--- src/rtl/lc3b_mem_sequencer.sv ---
// lc3b_mem_sequencer: memory-access sequencer between the CPU control FSM
// and the memory port. One word/byte read or write per request, byte-lane
// steering, and a bounded wait for mem_resp.
// Optional feature: define MEMSEQ_ALIGN_CHECK_EN to reject misaligned word
// accesses (done+err without touching memory).
module lc3b_mem_sequencer #(
  parameter int ADDR_W  = 16,
  parameter int DATA_W  = 16,
  parameter int TIMEOUT = 255
) (
  input  logic                  clk,
  input  logic                  rst_n,
  input  logic                  req_i,
  input  logic                  req_write_i,
  input  logic                  req_byte_i,
  input  logic [ADDR_W-1:0]     req_addr_i,
  input  logic [DATA_W-1:0]     req_wdata_i,
  output logic                  req_ready_o,
  output logic                  done_o,
  output logic                  err_o,
  output logic [DATA_W-1:0]     rdata_o,
  output logic [ADDR_W-1:0]     mem_address_o,
  output logic                  mem_read_o,
  output logic                  mem_write_o,
  output logic [DATA_W-1:0]     mem_wdata_o,
  output logic [DATA_W/8-1:0]   mem_byte_enable_o,
  input  logic [DATA_W-1:0]     mem_rdata_i,
  input  logic                  mem_resp_i
);

  localparam int NBYTES = DATA_W / 8;
  localparam int LB     = $clog2(NBYTES);
  localparam int CW     = (TIMEOUT > 0) ? $clog2(TIMEOUT + 1) : 1;
  localparam bit TMO_EN = (TIMEOUT > 0);
  localparam logic [CW-1:0] TMO_LAST = TMO_EN ? CW'(TIMEOUT - 1) : {CW{1'b0}};

  typedef enum logic [1:0] {
    S_IDLE   = 2'd0,
    S_ACCESS = 2'd1,
    S_DONE   = 2'd2
  } state_e;

  state_e              state_q, state_d;
  logic                write_q, write_d;
  logic                byte_q, byte_d;
  logic [LB-1:0]       lane_q, lane_d;
  logic [ADDR_W-1:0]   addr_q, addr_d;
  logic [DATA_W-1:0]   wdata_q, wdata_d;
  logic [NBYTES-1:0]   be_q, be_d;
  logic [DATA_W-1:0]   rdata_q, rdata_d;
  logic                err_q, err_d;
  logic [CW-1:0]       cnt_q, cnt_d;
  logic [DATA_W-1:0]   rd_shift_s;
  logic [LB-1:0]       req_lane_s;

  assign req_lane_s = req_addr_i[LB-1:0];
  // Selected byte lane of the read data moved down to bits [7:0].
  assign rd_shift_s = mem_rdata_i >> {lane_q, 3'b000};

  // State and captured-request registers; reset drops all strobes at once.
  always_ff @(posedge clk or negedge rst_n) begin
    if (!rst_n) begin
      state_q <= S_IDLE;
      write_q <= 1'b0;
      byte_q  <= 1'b0;
      lane_q  <= {LB{1'b0}};
      addr_q  <= {ADDR_W{1'b0}};
      wdata_q <= {DATA_W{1'b0}};
      be_q    <= {NBYTES{1'b1}};
      rdata_q <= {DATA_W{1'b0}};
      err_q   <= 1'b0;
      cnt_q   <= {CW{1'b0}};
    end else begin
      state_q <= state_d;
      write_q <= write_d;
      byte_q  <= byte_d;
      lane_q  <= lane_d;
      addr_q  <= addr_d;
      wdata_q <= wdata_d;
      be_q    <= be_d;
      rdata_q <= rdata_d;
      err_q   <= err_d;
      cnt_q   <= cnt_d;
    end
  end

  // Next-state logic: request capture, response/timeout handling, lane steering.
  always_comb begin
    state_d = state_q;
    write_d = write_q;
    byte_d  = byte_q;
    lane_d  = lane_q;
    addr_d  = addr_q;
    wdata_d = wdata_q;
    be_d    = be_q;
    rdata_d = rdata_q;
    err_d   = err_q;
    cnt_d   = cnt_q;
    case (state_q)
      S_IDLE: begin
        if (req_i) begin
          write_d = req_write_i;
          byte_d  = req_byte_i;
          lane_d  = req_lane_s;
          addr_d  = {req_addr_i[ADDR_W-1:LB], {LB{1'b0}}};
          cnt_d   = {CW{1'b0}};
          err_d   = 1'b0;
          if (req_byte_i) begin
            wdata_d = {NBYTES{req_wdata_i[7:0]}};
            if (req_write_i) begin
              be_d = {{(NBYTES-1){1'b0}}, 1'b1} << req_lane_s;
            end else begin
              be_d = {NBYTES{1'b1}};
            end
          end else begin
            wdata_d = req_wdata_i;
            be_d    = {NBYTES{1'b1}};
          end
`ifdef MEMSEQ_ALIGN_CHECK_EN
          // A misaligned word access completes with an error, memory untouched.
          if (!req_byte_i && (req_lane_s != {LB{1'b0}})) begin
            state_d = S_DONE;
            err_d   = 1'b1;
          end else begin
            state_d = S_ACCESS;
          end
`else
          state_d = S_ACCESS;
`endif
        end else begin
          state_d = S_IDLE;
        end
      end
      S_ACCESS: begin
        if (mem_resp_i) begin
          // A response on the timeout cycle still wins.
          if (!write_q) begin
            if (byte_q) begin
              rdata_d = {{(DATA_W-8){1'b0}}, rd_shift_s[7:0]};
            end else begin
              rdata_d = mem_rdata_i;
            end
          end else begin
            rdata_d = rdata_q;
          end
          err_d   = 1'b0;
          state_d = S_DONE;
        end else if (TMO_EN && (cnt_q == TMO_LAST)) begin
          err_d   = 1'b1;
          state_d = S_DONE;
        end else begin
          if (cnt_q != {CW{1'b1}}) begin
            cnt_d = cnt_q + {{(CW-1){1'b0}}, 1'b1};
          end else begin
            cnt_d = cnt_q;
          end
        end
      end
      S_DONE: begin
        state_d = S_IDLE;
      end
      default: begin
        state_d = S_IDLE;
      end
    endcase
  end

  assign req_ready_o       = (state_q == S_IDLE);
  assign done_o            = (state_q == S_DONE);
  assign err_o             = (state_q == S_DONE) && err_q;
  assign rdata_o           = rdata_q;
  assign mem_address_o     = addr_q;
  assign mem_read_o        = (state_q == S_ACCESS) && !write_q;
  assign mem_write_o       = (state_q == S_ACCESS) && write_q;
  assign mem_wdata_o       = wdata_q;
  assign mem_byte_enable_o = be_q;

endmodule

--- config.mk ---
export PLATFORM = sky130hd
export DESIGN_NAME = lc3b_mem_sequencer
export DESIGN_NICKNAME = d
export VERILOG_FILES = /design/src/rtl/lc3b_mem_sequencer.sv
export SDC_FILE = /design/constraint.sdc
export NUM_CORES = 1
export LEC_CHECK = 0
export CAP_MARGIN = 20
export CORE_ASPECT_RATIO = 2
export CORE_MARGIN = 2
export CORE_UTILIZATION = 44
export CTS_CLUSTER_DIAMETER = 40
export DETAILED_ROUTE_END_ITERATION = 10
export PLACE_DENSITY = 0.81
export SYNTH_ARGS = -nofsm -noshare
export SYNTH_HDL_FRONTEND = slang
export SYNTH_SLANG_ARGS = --single-unit
--- constraint.sdc ---
create_clock -name clk -period 1.95 [get_ports clk]
set_input_delay 0.195 -clock clk [delete_from_list [all_inputs] [get_ports clk]]
set_output_delay 0.195 -clock clk [all_outputs]
set_load 0.1 [all_outputs]
[Word level (Yosys, flattened, before mapping)]
Cells that the tools add are included.
W data, S select, Z words.
Operators by class
  reduce and logical (&&, ||, !) cells: 10
  equality and inequality tests: 9
  muxes and demuxes: 17
  bitwise gates (word level): 1
  add/sub/neg operators: 1
  shift operators: 2
Operators by type and width (number)
  $mux W16: 2
  $mux W8: 4
  $pmux W8 S2: 1
  $shr A16 B4 Y8: 1
  $add A8 B1 Y8 const B: 1
  $eq A8 B8 Y1 const B: 1
  $mux W2: 4
  $ne A2 B2 Y1 const B: 4
  $ne A8 B8 Y1 const B: 1
  $reduce_and A3 Y1: 2
  $reduce_and A5 Y1: 1
  $mux W1: 4
  $pmux W2 S2: 1
  $logic_and A1 B1 Y1: 3
  $ne A3 B3 Y1 const B: 1
  $eq A2 B1 Y1 const B: 1
  $eq A2 B2 Y1 const B: 1
  $logic_not A2 Y1: 1
  $pmux W1 S2: 1
  $reduce_and A2 Y1: 1
  $reduce_bool A2 Y1: 1
  $shl A1 B1 Y2 const A: 1
  $logic_not A1 Y1: 1
  $not A1 Y1: 1
Storage, ports and cells
  word-level logic and storage cells: 50
  output and inout bits: 55
  bits of input ports: 54
  register bits after elaboration: 63

[Longest topological paths before layout]
  depth after elaboration: 5
  depth in mapped cells: 7
  mapped depth without buffers: 6

[Worst setup path before layout]
Ideal clock, no wire load.
  path type: reg2reg
  start point: register state_q[1]
  end point: register rdata_q[12] (netlist: rdata_o[12])
  slack: -1648 ps
  period minus slack after synthesis: 3598 ps
  buffers on the path: 1
  required time: 1815 ps
  stages on the path, launching flop included: 6
  arrival: 3463 ps
  setup time: 135 ps
  cell sequence: dfrtp_1 -> nor3b_1 -> nand2_1 -> clkbuf_1 -> nand2_1 -> o21ai_0
Between the ends
  cells in the longest elaborated chain, start to end: 2
Ends and longest elaborated chain
  start, declared: RTL line 43  | state_e state_q, state_d;
  start signal, assigned: RTL line 74  | state_q <= state_d;
  $eq A2 B1 Y1: RTL line 99  | case (state_q)
  $reduce_and A3 Y1 (no source line)
  end signal, assigned: RTL line 70  | rdata_q <= {DATA_W{1'b0}};
  end signal, assigned: RTL line 81  | rdata_q <= rdata_d;
  end, declared: RTL line 50  | logic [DATA_W-1:0] rdata_q, rdata_d;
Every way passes these cells.
A chain may end at the register's enable or synchronous reset.

[Worst setup path after layout]
  start point: register cnt_q[0]
  end point: register cnt_q[7]
Between the ends
  cells in the longest elaborated chain, start to end: 5
  elaborated cells between the ends (all ways): 10
  classes of those cells: add/sub (1); eq/ne (4); mux (4); reduce/logical (1)
Ends and longest elaborated chain
  start, declared: RTL line 52  | logic [CW-1:0] cnt_q, cnt_d;
  start signal, assigned: RTL line 72  | cnt_q <= {CW{1'b0}};
  start signal, assigned: RTL line 83  | cnt_q <= cnt_d;
  $add A8 B1 Y8: RTL line 153  | cnt_d = cnt_q + {{(CW-1){1'b0}}, 1'b1};
  $mux W8: RTL line 152  | if (cnt_q != {CW{1'b1}}) begin
  $mux W8: RTL line 148  | end else if (TMO_EN && (cnt_q == TMO_LAST)) begin
  $mux W8: RTL line 135  | if (mem_resp_i) begin
  $pmux W8 S2: RTL line 99
Several ways; a longest one is shown, not always the timed one. The select of a mux whose other input is x is not followed.

==> Flow_metrics.wiki <==
{| class="wikitable"
! Metric !! Value
|-
| Post-synthesis average cell area || approximately 9.3 um2
|-
| Setup repair after global routing missed its margin || false
|-
| Worst Skew || around 5.2 ps
|-
| Capturing element type of the critical path || register
|-
| Number of library cell types mapped by synthesis || 33
|-
| Netlist area before placement || about 0.0028 mm2
|-
| Synth area leaders || sky130_fd_sc_hd__dfrtp_1, sky130_fd_sc_hd__nand2_1, sky130_fd_sc_hd__mux2i_1
|-
| Number of pins with negative max-slew slack in the final report || 0
|-
| Final min period || 1731 ps
|-
| Count of nets left with antenna violations after detail routing || 0
|-
| FF+latch count, synth || 63
|-
| Effective utilization at floorplan || 45.07%
|-
| Startpoint Class || register
|-
| Via count of the routed design || 2,477
|-
| Final net count || 468
|-
| Result of the run || finished, final reports clean
|-
| Worst min-delay path category || input pin to register
|-
| Total length of routed wires || 6.818 mm
|-
| Number of instances resized during post-cts repair || 0
|-
| Global route total overflow || 0
|-
| Die Y-Extent || 116.8 um
|-
| Core area || between 0.006 and 0.007 mm2
|-
| Sequential share of the synthesized area || a little under three fifths
|-
| Number of clock sinks seen by CTS || 63
|-
| Area fraction of the dominant cell type after synthesis || 54.56%
|-
| Data arrival time of the critical path || ~2000 ps
|-
| Synthesized Nets || 357
|-
| Num CTS Buffers || 9
|-
| Area growth from synthesis to layout || 53.44%
|-
| Clock-pin slew on the worst setup and hold paths || 50 ps
|-
| Final Cycle Share || 88.75%
|-
| Diode insertion count for antenna repair || 0
|-
| Setup total negative slack || 0 ps
|-
| Least-Margin Pin Slew || a little over 600 ps
|-
| Hold_buf cts || 1
|-
| Worst max-slew margin expressed relative to the limit || 58.12%
|-
| Fmax || 577.9 MHz
|-
| Finish-stage setup viols || 0
|-
| Worst Path Required || 2190 ps
|-
| Routed wirelength normalized by instance count || between 10 and 15 um
|-
| Die Span X || 60.39 um
|-
| Maximum number of pins on one net before global-route repair || 35
|-
| Area of the die || slightly above 0.007 mm2
|-
| Deepest clock path buffer count || 2
|-
| Synthesized instance count || 301
|-
| Clock insertion delay at the later pin of the skew report || 330 ps
|-
| Clock root cell || sky130_fd_sc_hd__clkbuf_16
|-
| # DRC || 0
|-
| DRT Pass-1 Iters || 6
|-
| Number of input and output port buffers inserted || roughly 110
|-
| Total routing usage reported by global routing || 21.63%
|-
| Via count of the first global-routing pass || 2,500
|-
| Final weighted congestion of routability-driven global placement || 0.8584
|-
| Startpoint-to-endpoint class of the critical path || register to register
|-
| Share of cells above drive strength 1 || 21.58%
|-
| Boundary pin count || ~110
|-
| Dpl hpwl || 4.975 mm
|-
| Standard-cell rows || slightly above 40
|-
| Highest fanout seen on the critical path || 6
|-
| Library cell occupying the most area in the post-synthesis netlist || sky130_fd_sc_hd__dfrtp_1
|-
| Number of DRC violations after detailed-routing iteration 0 || 88
|-
| Count of maximum capacitance violations || 0
|-
| Yosys warning total || 0
|-
| Average vias per placed instance || slightly below 5
|-
| CTS H-tree depth || 3
|-
| Clock tree from TritonCTS || done
|-
| Setup fix buffers added after clock tree synthesis || 0
|-
| Initial antenna violation count || 0
|-
| Filler cell count in the final layout || 468
|-
| Count of final hold-check violations || 0
|-
| Wire length of the first global-routing pass || 11.41 mm
|}
state kept, by name (all words and copies together) (netlist names):
name	cells
byte_q	1
lane_q	1
mem_byte_enable_o	2
state_q	2
mem_wdata_o	16
err_q	1
write_q	1
cnt_q	8
mem_address_o	15
rdata_o	16
critical path, cell delays in order (launching register included):
cell	delay, ps
sky130_fd_sc_hd__dfrtp_1	430
sky130_fd_sc_hd__inv_1	60
sky130_fd_sc_hd__ha_1	220
sky130_fd_sc_hd__nor2_1	140
sky130_fd_sc_hd__nor4_1	110
sky130_fd_sc_hd__or4_1	520
sky130_fd_sc_hd__a21oi_1	180
area by class of cell:
class / count / area [um2] / area share (%)
clock buffers: 13 / 270.3 / 6.296
clock inverters: 3 / 65.06 / 1.516
repair buffers: 116 / 1089 / 25.36
flip-flops and latches: 63 / 1579 / 36.78
multi-input cells: 217 / 1164 / 27.11
well taps: 86 / 107.6 / 2.507
inverters: 5 / 18.77 / 0.4372
layout by cell type (no fill, tap or decap), types with 3 or more instances in the layout:
master                            synthesis  layout
sky130_fd_sc_hd__o31ai_1                  4       4
sky130_fd_sc_hd__nand2_1                116     115
sky130_fd_sc_hd__o21ai_0                 29      29
sky130_fd_sc_hd__nor2_1                   5       3
sky130_fd_sc_hd__clkbuf_16                0       9
sky130_fd_sc_hd__clkbuf_8                 0       3
sky130_fd_sc_hd__nor3_1                   5       4
sky130_fd_sc_hd__o311ai_0                 3       3
sky130_fd_sc_hd__nand2b_1                10      10
sky130_fd_sc_hd__mux2i_1                 18      18
sky130_fd_sc_hd__clkdlybuf4s50_1          0      52
sky130_fd_sc_hd__inv_1                    5       5
sky130_fd_sc_hd__dfrtp_1                 61      61
sky130_fd_sc_hd__nor2b_1                  4       3
sky130_fd_sc_hd__buf_4                    1      55
sky130_fd_sc_hd__a21oi_1                  3       3
sky130_fd_sc_hd__buf_12                   0       7
stage by stage:
step	area, um2	hold slack [ps]	setup slack [ps]	util [%]	instances
finish	4293	397.6	219.4	69.16	503
global route	4293	409.3	4.583	69.16	503
CTS	4293	385.9	209.9	69.16	503
detailed placement	3948	233.8	53.40	63.60	486
global placement	3948	220.1	98.29	63.60	486
floorplan	2831	-100.6	13.58	-	301
path summary, 6_finish.rpt:
kind,startpoint,end,slack (ps),cells after the start
worst min register to register,mem_byte_enable_o[1]$_DFFE_PN1N_,mem_byte_enable_o[1]$_DFFE_PN1N_,460,2
worst max-delay path,cnt_q[0]$_DFFE_PN0P_,cnt_q[7]$_DFFE_PN0P_,220,6
min in group asynchronous,rst_n,cnt_q[0]$_DFFE_PN0P_,410,2
max in group asynchronous,rst_n,mem_byte_enable_o[1]$_DFFE_PN1N_,900,3
worst min-delay path,req_addr_i[7],mem_address_o[7]$_DFFE_PN0N_,400,3
worst max register to register,cnt_q[0]$_DFFE_PN0P_,cnt_q[7]$_DFFE_PN0P_,220,6
routing by layer:
layer | vias to the layer above | routed length (um) | global-route usage (%)
li1 | 1222 | - | -
met1 | 1129 | 2807 | 27.96
met2 | 114 | 3234 | 32.03
met3 | 12 | 665 | 8.681
met4 | 0 | 110 | 9.037
met5 | - | 0 | 0
synthesized netlist by cell type:
cell,count
sky130_fd_sc_hd__nand3_1,2
sky130_fd_sc_hd__or4_1,2
sky130_fd_sc_hd__buf_6,1
sky130_fd_sc_hd__dfrtp_1,61
sky130_fd_sc_hd__nand2_1,116
sky130_fd_sc_hd__o21ai_0,29
sky130_fd_sc_hd__nor3b_1,1
sky130_fd_sc_hd__o211ai_1,2
sky130_fd_sc_hd__clkbuf_1,12
sky130_fd_sc_hd__a41oi_1,1
sky130_fd_sc_hd__or2_2,1
sky130_fd_sc_hd__nor2_1,5
sky130_fd_sc_hd__or3_1,1
sky130_fd_sc_hd__nor3_1,5
sky130_fd_sc_hd__buf_4,1
sky130_fd_sc_hd__o41ai_1,1
sky130_fd_sc_hd__dfstp_2,2
sky130_fd_sc_hd__nor4_1,1
sky130_fd_sc_hd__o311ai_0,3
sky130_fd_sc_hd__o31ai_1,4
sky130_fd_sc_hd__nand4_1,1
sky130_fd_sc_hd__a211o_1,1
sky130_fd_sc_hd__mux2i_1,18
sky130_fd_sc_hd__o21bai_4,1
sky130_fd_sc_hd__conb_1,1
sky130_fd_sc_hd__nand2b_1,10
sky130_fd_sc_hd__a21oi_1,3
sky130_fd_sc_hd__and2_1,1
sky130_fd_sc_hd__o21ba_2,1
sky130_fd_sc_hd__nor2b_1,4
sky130_fd_sc_hd__buf_2,2
sky130_fd_sc_hd__inv_1,5
sky130_fd_sc_hd__ha_1,2
logic make-up after synthesis:
family	count (synthesis)	share of synthesized area, %
buffers and inverters	21	3.310
AOI/OAI and AO/OA	46	10.24
and+or+nand+nor	150	22.54
muxes	18	6.440
adders and majority gates	2	0.8943
other	1	0.1340
DFF	63	56.44
Power is left out: the tool's default activity adds up to more than one toggle a clock period on the data nets, which glitch-free logic cannot reach.
